File: src/rtl/pulse_bram_arbiter.sv
// Round-robin owner of the shared pulse-accumulation BRAM port (0 = neutron, 1 = gamma).
// Whole read-modify-write bursts are granted; the owner's beats reach the BRAM one cycle later.
module pulse_bram_arbiter #(
  parameter int ADDR_W   = 32,
  parameter int DATA_W   = 32,
  parameter int MAX_HOLD = 64
) (
  input  logic              clk,
  input  logic              rst_n,
  input  logic [1:0]        req,
  input  logic [1:0]        done,
  output logic [1:0]        grant,
  input  logic [ADDR_W-1:0] m0_addr,
  input  logic [ADDR_W-1:0] m1_addr,
  input  logic [DATA_W-1:0] m0_din,
  input  logic [DATA_W-1:0] m1_din,
  input  logic              m0_we,
  input  logic              m1_we,
  input  logic              m0_ena,
  input  logic              m1_ena,
  output logic [DATA_W-1:0] rd_data,
  output logic [ADDR_W-1:0] bram_addr,
  output logic [DATA_W-1:0] bram_data_in,
  output logic              bram_we,
  output logic              bram_ena,
  input  logic [DATA_W-1:0] bram_data_out,
  output logic              busy,
  output logic              timeout_err
);

  typedef enum logic [1:0] {
    S_IDLE = 2'd0,
    S_OWN0 = 2'd1,
    S_OWN1 = 2'd2,
    S_GAP  = 2'd3
  } state_t;

  state_t            state_q;
  logic [1:0]        grant_q;
  logic [ADDR_W-1:0] bram_addr_q;
  logic [DATA_W-1:0] bram_data_in_q;
  logic              bram_we_q;
  logic              bram_ena_q;
  logic              busy_q;
  logic              timeout_err_q;
  logic              rr_ptr_q;
  logic [15:0]       hold_cnt_q;
  logic [15:0]       hold_cnt_d;

  logic              arb_win;
  logic              own_id;
  logic [ADDR_W-1:0] own_addr;
  logic [DATA_W-1:0] own_din;
  logic              own_we;
  logic              own_ena;
  logic              own_done;
  logic              own_req;
  logic              hold_hit;
  logic              release_now;
  logic              beat_fwd;

  // Single requester wins outright; on contention rr_ptr names the one not served last.
  always_comb begin
    arb_win = 1'b0;
    case (req)
      2'b01:   arb_win = 1'b0;
      2'b10:   arb_win = 1'b1;
      2'b11:   arb_win = rr_ptr_q;
      default: arb_win = 1'b0;
    endcase
  end

  assign own_id   = (state_q == S_OWN1);
  assign own_addr = own_id ? m1_addr : m0_addr;
  assign own_din  = own_id ? m1_din  : m0_din;
  assign own_we   = own_id ? m1_we   : m0_we;
  assign own_ena  = own_id ? m1_ena  : m0_ena;
  assign own_done = done[own_id];
  assign own_req  = req[own_id];

  // hold_cnt_q is the 1-based index of the current owned cycle.
  assign hold_cnt_d  = hold_cnt_q + 16'd1;
  assign hold_hit    = (hold_cnt_q == 16'(MAX_HOLD));
  assign release_now = own_done | ~own_req | hold_hit;
  // A done beat always lands; a dropped request or an expired hold discards the beat.
  assign beat_fwd    = own_done | (own_req & ~hold_hit);

  always_ff @(posedge clk or negedge rst_n) begin
    if (!rst_n) begin
      state_q        <= S_IDLE;
      grant_q        <= 2'b00;
      bram_addr_q    <= '0;
      bram_data_in_q <= '0;
      bram_we_q      <= 1'b0;
      bram_ena_q     <= 1'b0;
      busy_q         <= 1'b0;
      timeout_err_q  <= 1'b0;
      rr_ptr_q       <= 1'b0;
      hold_cnt_q     <= '0;
    end else begin
      bram_we_q     <= 1'b0;
      bram_ena_q    <= 1'b0;
      timeout_err_q <= 1'b0;
      case (state_q)
        S_OWN0, S_OWN1: begin
          bram_addr_q    <= own_addr;
          bram_data_in_q <= own_din;
          bram_ena_q     <= beat_fwd & own_ena;
          bram_we_q      <= beat_fwd & own_ena & own_we;
          if (release_now) begin
            state_q       <= S_GAP;
            grant_q       <= 2'b00;
            busy_q        <= 1'b0;
            hold_cnt_q    <= '0;
            timeout_err_q <= ~own_done & own_req & hold_hit;
          end else begin
            hold_cnt_q <= hold_cnt_d;
          end
        end
        default: begin
          // IDLE and GAP both arbitrate; GAP guarantees one grant-free cycle between owners.
          if (|req) begin
            state_q    <= arb_win ? S_OWN1 : S_OWN0;
            grant_q    <= arb_win ? 2'b10 : 2'b01;
            busy_q     <= 1'b1;
            rr_ptr_q   <= ~arb_win;
            hold_cnt_q <= 16'd1;
          end else begin
            state_q <= S_IDLE;
            grant_q <= 2'b00;
            busy_q  <= 1'b0;
          end
        end
      endcase
    end
  end

  assign grant        = grant_q;
  assign bram_addr    = bram_addr_q;
  assign bram_data_in = bram_data_in_q;
  assign bram_we      = bram_we_q;
  assign bram_ena     = bram_ena_q;
  assign busy         = busy_q;
  assign timeout_err  = timeout_err_q;
  assign rd_data      = bram_data_out;

endmodule

File: config.mk
export PLATFORM = sky130hd
export DESIGN_NAME = pulse_bram_arbiter
export DESIGN_NICKNAME = d
export VERILOG_FILES = /design/src/rtl/pulse_bram_arbiter.sv
export SDC_FILE = /design/constraint.sdc
export NUM_CORES = 1
export LEC_CHECK = 0
export ABC_AREA = 1
export ABC_CLOCK_PERIOD_IN_PS = 2800
export CAP_MARGIN = 20
export CELL_PAD_IN_SITES_DETAIL_PLACEMENT = 2
export CELL_PAD_IN_SITES_GLOBAL_PLACEMENT = 2
export CORE_ASPECT_RATIO = 1.25
export CORE_MARGIN = 2
export CORE_UTILIZATION = 21
export DETAILED_ROUTE_END_ITERATION = 12
export PLACE_DENSITY_LB_ADDON = 0.1
export SLEW_MARGIN = 20
export SYNTH_ARGS = -nofsm -noshare
export SYNTH_HDL_FRONTEND = slang
export SYNTH_SLANG_ARGS = --single-unit
File: constraint.sdc
create_clock -name clk -period 2.8 [get_ports clk]
set_clock_uncertainty 0.05 [all_clocks]
set_input_delay 0.84 -clock clk [delete_from_list [all_inputs] [get_ports clk]]
set_output_delay 0.84 -clock clk [all_outputs]
set_load 0.01 [all_outputs]
== Word level (Yosys, flattened, before mapping) ==
Index checks and enable logic that the tools add are counted.

* Bitwise operators: 13
* Equal/unequal tests: 6
* Muxes and demuxes: 25
* Add/subtract/negate cells: 1
* Order comparisons: 1
* Reduce and logical (&&, ||, !) cells: 4

{| class="wikitable"
|+ Operators with widths
! kind !! number
|-
| 32-bit 2-to-1 mux || 2
|-
| 16-bit 2-to-1 mux || 3
|-
| 16-bit by 1-bit adder with 16-bit output (second input constant) || 1
|-
| 16-bit by 7-bit == test with 1-bit output (second input constant) || 1
|-
| 1-bit 2-to-1 mux || 13
|-
| 2-bit 2-to-1 mux || 6
|-
| 2-bit == test (second input constant) || 3
|-
| 1-bit bitwise AND || 5
|-
| 1-bit inverter || 5
|-
| 2-bit OR reduction || 2
|-
| 1-bit bitwise OR || 3
|-
| 2-bit by 1-bit == test with 1-bit output (second input constant) || 1
|-
| 1-bit by 2-bit less-than comparator with 1-bit output (second input constant) || 1
|-
| 2-bit != test (second input constant) || 1
|-
| 1-bit one-hot mux with 2 select lines || 1
|-
| 2-bit AND reduction || 1
|-
| 2-bit nonzero test || 1
|}

* Input bits: 170
* Word-level logic and storage cells: 60
* Output and inout bits: 102
* Bits in registers: 89

== Longest topological paths before layout ==
Gate-level depths: netlist (run 1).

* Depth in word-level cells: 8
* Mapped depth: 12
* Mapped depth without buffers: 11

== Least setup slack after synthesis (run 1) ==
Ideal clock, no wire load.

* Kind: input to output
* Start: input port bram_data_out[0]
* End: output port rd_data[0]
* Stages: 1
* Buffers on the path: 1
* Arrival time: 0.959 ns
* Required time: 1.910 ns
* Slack: 0.951 ns
* Path through: buf_4

{| class="wikitable"
|+ RTL lines
! item !! RTL line !! source
|-
| start: declaration || 26 || <nowiki>input logic [DATA_W-1:0] bram_data_out,</nowiki>
|-
| end: declaration || 21 || <nowiki>output logic [DATA_W-1:0] rd_data,</nowiki>
|}

No word-level cell between the ends.

== Worst setup path after layout (run 1) ==
* Start: register bram_we_q, in the netlist bram_we
* End: output port bram_we

{| class="wikitable"
|+ RTL lines
! item !! RTL line !! source
|-
| start: declaration || 42 || <nowiki>logic bram_we_q;</nowiki>
|-
| start signal: assignment || 109 || <nowiki>bram_we_q <= beat_fwd & own_ena & own_we;</nowiki>
|-
| end: declaration || 24 || <nowiki>output logic bram_we,</nowiki>
|}

No word-level cell between the ends.

==> flow_summary.toml, run 1 <==
[cells_and_area]
finalInstanceArea_sq_um = 7007
final_layout_size_suffix_gt1_frac = 0.05118
fin_nets = 930
stdcell_count = 1042
post-route-util = 0.3252
area_growth_pct = 52.26
final_common_cell = "clkdlybuf4s50_1"
final_cell_mix = "clkdlybuf4s50_1, nand2_1, a21oi_1"

[logic_synthesis]
synthCells = 594
yosysTopAreaCellShare = 0.4840
yosysWarnings = 0
synth_area_sq_um = 4602
yosysSeqAreaShare = 0.4840
synth_top_cell_by_area = "dfrtp_1"
synthTopCellsByArea = "dfrtp_1, a21oi_1, nand2_1"
synth.avg_cell_area_sq_um = 7.747
yosysUniqueCellTypes = 28
synth.net_count = 767
synth.ff_latch_count = 89

[worst_setup_path]
reg2reg_slack_ps = 760
regToRegEndpoint = "hold_cnt_q[9]$_DFFE_PN0P_"
crit_family = "buffers and inverters"
ff2ff_path_depth = 8
required_ps = 1910
reg2reg_from = "state_q[1]$_DFFE_PN0P_"
critPathKind = "register to output port"
cp.buffers_inverters = 1
end_kind = "output port"
crit_path_start_kind = "register"
critPathArrivalTime_ps = 1290
crit_path_cell_trace = "clkdlybuf4s50_1"
critPathMaxFanout = 1
cp_slowest_cell = "clkdlybuf4s50_1"
cpPeakStageDelay_ps = 620

[drt]
drt-initial-drc-count = 95
drc = 0
vias = 4753
drtPass1Iterations = 4
totalWireLength_um = 19390
via_per_inst = 4.561
ant_nets = 0
wl_per_cell_um = 18.61

[placed_design]
place.gp.congestion = 0.7584
placed_cells = 1025
numPortBuffers = 207
hpwl_um = 14340
post_dp_cell_area_sq_um = 6706

[global_route]
grt_busiest_layer = "met2"
grt_antenna_before_repair = 1
grt_pass1_wl_um = 29840
grt_pass1_vias = 5352
grt_max_degree = 50
grt-ovfl-total = 0
met3_usage = 0.04450
grt_use_met1 = 0.1831
grt_usage = 0.1687
gr-usage-met2 = 0.3172

[sta]
slew_violations = 0
setup_violations = 0
hold_viol = 0
slew_headroom = 0.5938
tightest_slew_ps = 609.3
fmax_ghz = 0.4583
period_needed_ps = 2182
fin_crit_sh = 0.7793
grt_setup_unrepaired = "no"
setup_tns_ps = 0

[floorplan]
core-area_sq_um = 21550
die_h_um = 169.5
die_w_um = 136.4
design.portCount = 272
rows = 60
die-area_sq_um = 23120
start_util = 0.2136

[cts]
root_buffer = "clkbuf_16"
cts_setup_buffers = 0
cts_max_path_buffers = 2
cts_tree = "done"
cts.reportedPaths.clkPinSlew_ps = 70
cts_resized = 0
cts_inserted_buffers = 9
cts_hold_buf = 0
clk_latency_ps = 340
cts_htree_levels = 3
clkSinkCount = 89

[pwr]
pwr-share-comb = 0.559
power_density_nw_per_um2 = 1118
p_sw_mw = 3.392
swShare = 0.4329
leakagePower_nw = 2.988
irDropWorstVdd_mv = 0.5284
p_seq_frac = 0.279
p_int_mw = 4.442
p_clk_frac = 0.162

[status]
outcome = "completed"

[flow_run]
max-cap-violations = 0

[hold_path]
hold_path_class = "input port to async pin"
cells in the mapped netlist, drive strengths merged:
library cell / n
o21bai: 1
buf: 55
o22ai: 2
ha: 3
inv: 27
o21a: 1
nor2: 98
mux2i: 1
nor3: 1
o21ai: 11
xnor2: 1
nand2: 138
nand4: 3
clkbuf: 10
a21oi: 132
xor2: 5
nand3: 16
dfrtp: 89
kinds of logic (layout without fill, tap and decap cells):
kind of cell / after synthesis / after routing / synth area share
simple gates: 256 / 256 / 0.2205
fa+ha+maj: 3 / 3 / 0.008157
xor+xnor: 6 / 6 / 0.01142
other cells: 0 / 1 / 0
buf+inv: 92 / 260 / 0.1098
flops: 89 / 89 / 0.4840
compound gates: 147 / 147 / 0.1639
mux: 1 / 1 / 0.002175
layout make-up:
cell class	instances	area, sq um
Antenna cell	1	2.502
Clock buffer	11	242.7
Clock inverter	5	55.05
Fill cell	2425	14540
Inverter	27	101.3
Multi-Input combinational cell	413	1872
Sequential cell	89	2227
Tap cell	279	349.1
Timing Repair Buffer	217	2157
per-stage QoR:
step / power (mW) / setup WS (ps) / hold WS [ps]
after detailed placement: 6.705 / 333.7 / 421.6
after global placement: 6.527 / 457.2 / 413.1
final: 7.834 / 618.0 / 422.2
after global routing: 8.535 / 541.7 / 449.9
after floorplan: 4.600 / 950.9 / 417.9
after CTS: 8.047 / 587.8 / 434.1
state kept, by name, indices dropped and copies added, names as in the netlist:
signal and flops:
bram_addr 32, busy 1, bram_data_in 32, timeout_err 1
rr_ptr_q 1, bram_ena 1, hold_cnt_q 16, state_q 2
grant 2, bram_we 1
power by group through the flow:
stage          clock (mW)  sequential (mW)  combinational (mW)
6_report             1.27             2.18                4.38
5_1_grt              1.36             2.27                4.90
4_1_cts              1.32             2.20                4.53
3_5_place_dp            0             2.20                4.50
3_3_place_gp            0             2.18                4.35
2_1_floorplan           0             2.40                2.20
worst max path at each step:
stage,startpoint,to,cells past startpoint
3_3_place_gp,req[0],hold_cnt_q[11]$_DFFE_PN0P_,7
4_1_cts,bram_addr[3]$_DFFE_PN0N_,bram_addr[3],1
2_1_floorplan,bram_data_out[0],rd_data[0],1
6_report,bram_we$_DFF_PN0_,bram_we,1
3_5_place_dp,req[0],hold_cnt_q[9]$_DFFE_PN0P_,7
5_1_grt,bram_data_in[16]$_DFFE_PN0N_,bram_data_in[16],1
metal layers:
metal / routed length, um / part of all wire
met5: 0 / 0
met4: 233 / 0.012
met3: 1004 / 0.052
met2: 10760 / 0.55
met1: 7389 / 0.38
Power figures use the tool's default switching activity.
==> run 2, diff against run 1 <==
--- a/config.mk
+++ b/config.mk
@@ -6,13 +6,13 @@
 export NUM_CORES = 1
 export LEC_CHECK = 0
 export ABC_AREA = 1
-export ABC_CLOCK_PERIOD_IN_PS = 2800
+export ABC_CLOCK_PERIOD_IN_PS = 2250
 export CAP_MARGIN = 20
 export CELL_PAD_IN_SITES_DETAIL_PLACEMENT = 2
 export CELL_PAD_IN_SITES_GLOBAL_PLACEMENT = 2
 export CORE_ASPECT_RATIO = 1.25
 export CORE_MARGIN = 2
-export CORE_UTILIZATION = 21
+export CORE_UTILIZATION = 19
 export DETAILED_ROUTE_END_ITERATION = 12
 export PLACE_DENSITY_LB_ADDON = 0.1
 export SLEW_MARGIN = 20
==> constraint.sdc (replaced) <==
create_clock -name clk -period 2.25 [get_ports clk]
set_clock_uncertainty 0.05 [all_clocks]
set_input_delay 0.675 -clock clk [delete_from_list [all_inputs] [get_ports clk]]
set_output_delay 0.675 -clock clk [all_outputs]
set_load 0.01 [all_outputs]
==> run 2 against run 1 <==
Clock power increased by 31%. Die area rose by 10%. Sequential share of layout area fell by 0.49 points. Core utilization is 2.5 points lower. Largest cell class unchanged.
==> flow_summary.toml, run 2 (synthesis gave the netlist of run 1 again) <==
[sta]
grt_setup_unrepaired = "no"
final.setup.worst_slack_ps = 222.0
slew_violations = 0
fmax_ghz = 0.4931
fin_crit_sh = 0.9013
tightest_slew_ps = 612.2
slew_headroom = 0.5919
hold_viol = 0
setup_violations = 0
period_needed_ps = 2028
fin_hold_ws_ps = 333.2

[worst_setup_path]
crit_path_cell_trace = "clkdlybuf4s50_1"
critPathMaxFanout = 2
critPathArrivalTime_ps = 1300
critPathKind = "register to output port"
cp_slowest_cell = "clkdlybuf4s50_1"
required_ps = 1520
cpPeakStageDelay_ps = 600
crit_path_start_kind = "register"
cp.buffers_inverters = 1
crit_family = "buffers and inverters"
end_kind = "output port"
reg2reg_slack_ps = 540

[pwr]
leakagePower_nw = 3.013
irDropWorstVdd_mv = 0.5394
power_density_nw_per_um2 = 1394

[cts]
cts.reportedPaths.clkPinSlew_ps = 70
cts_inserted_buffers = 9
cts_setup_buffers = 0
root_buffer = "clkbuf_16"
cts_tree = "done"
cts_hold_buf = 0
cts_max_path_buffers = 2
clk_latency_ps = 350
cts_htree_levels = 3
clkSinkCount = 89
cts_resized = 0

[global_route]
grt_max_degree = 90
grt-ovfl-total = 0
grt_pass1_wl_um = 30560
grt_pass1_vias = 5521
grt_antenna_before_repair = 1
grt_usage = 0.1569

[floorplan]
start_util = 0.1940
die_h_um = 178
design.portCount = 272
die_w_um = 143.2
rows = 63
core-area_sq_um = 23730
die-area_sq_um = 25490

[cells_and_area]
fin_nets = 933
area_growth_pct = 54.65
final_cell_mix = "clkdlybuf4s50_1, nand2_1, a21oi_1"
final_common_cell = "clkdlybuf4s50_1"
final_layout_size_suffix_gt1_frac = 0.05621

[flow_run]
max-cap-violations = 0

[drt]
via_per_inst = 4.322
drc = 0
ant_nets = 0
drt-initial-drc-count = 120
vias = 4715
wl_per_cell_um = 18.09
totalWireLength_um = 19740
drtPass1Iterations = 4

[placed_design]
hpwl_um = 14400
preCtsSetupSlack_ps = -22.32
numPortBuffers = 207
place.gp.congestion = 0.7143

[status]
outcome = "completed"

[hold_path]
hold_path_class = "input port to async pin"
[run 2: cell count changes in the layout (fill, tap and decap cells not counted)]
cell      before  now
buf_4         10   12
clkinv_2       2    0
buf_12         1    2
clkbuf_1       1    0
clkbuf_8       1    2
clkinv_4       0    1
inv_6          0    1
[run 2: power breakdown]
part | internal (mW) | leakage, nW | switching (mW)
combinational | 2.38 | 1.81 | 3.17
sequential | 2.33 | 1.05 | 0.380
clock | 0.930 | 0.148 | 0.727
total | 5.64 | 3.01 | 4.28
[run 2: area by class of cell]
class                   instances  area [sq um]
diodes                          1         2.502
clock buffers                  11         252.7
clock inverters                 5         62.56
fillers                      2713         16610
inverters                      27         101.3
multi-input cells             413          1872
flip-flops and latches         89          2227
well taps                     325         406.6
repair buffers                220          2192
[run 2: through the flow]
step             util  total power [mW]  cell area (sq um)  TNS, ps  cells
6_report       0.3000             9.922               7117        0   1091
5_1_grt        0.3000             10.85               7117        0   1091
4_1_cts        0.2998             10.21               7114        0   1090
3_5_place_dp   0.2866             8.461               6799   -63.76   1074
3_3_place_gp   0.2866             8.260               6799        0   1074
2_1_floorplan       -             5.725               4602        0    594
[run 2: path summary, 6_finish.rpt]
path                                      startpoint                      endpoint  depth (start not counted)
setup / recovery           bram_addr[23]$_DFFE_PN0N_                 bram_addr[23]                          1
hold / removal                                 rst_n  bram_data_in[11]$_DFFE_PN0N_                          2
setup reg to reg              state_q[0]$_DFFE_PN0P_     hold_cnt_q[9]$_DFFE_PN0P_                          8
hold reg to reg                     busy$_DFFE_PN0P_              busy$_DFFE_PN0P_                          2
max in group asynchronous                      rst_n   bram_data_in[7]$_DFFE_PN0N_                          2
min in group clk                    busy$_DFFE_PN0P_              busy$_DFFE_PN0P_                          2
[run 2: worst register-to-register path: cells and delay by family, from the launching register on]
family	cells	cell delay (ps)
and+or+nand+nor	5	510
DFF	1	370
buffers and inverters	1	70
AOI/OAI and AO/OA	1	380
adders and majority gates	1	250
[run 2: routing by layer]
layer / GRT usage / share of wire / routed length [um] / up-vias
met5: 0 / 0 / 0 / -
met4: 0.04992 / 0.021 / 411 / 0
met3: 0.04188 / 0.057 / 1119 / 36
met2: 0.2921 / 0.54 / 10750 / 107
met1: 0.1716 / 0.38 / 7458 / 2355
li1: - / - / - / 2217
==> run 3, diff against run 2 <==
--- a/config.mk
+++ b/config.mk
@@ -19,3 +19,4 @@
 export SYNTH_ARGS = -nofsm -noshare
 export SYNTH_HDL_FRONTEND = slang
 export SYNTH_SLANG_ARGS = --single-unit
+export TNS_END_PERCENT = 100
==> results of run 3 <==
The final DEF is identical to that of run 2; final timing and power are the same.
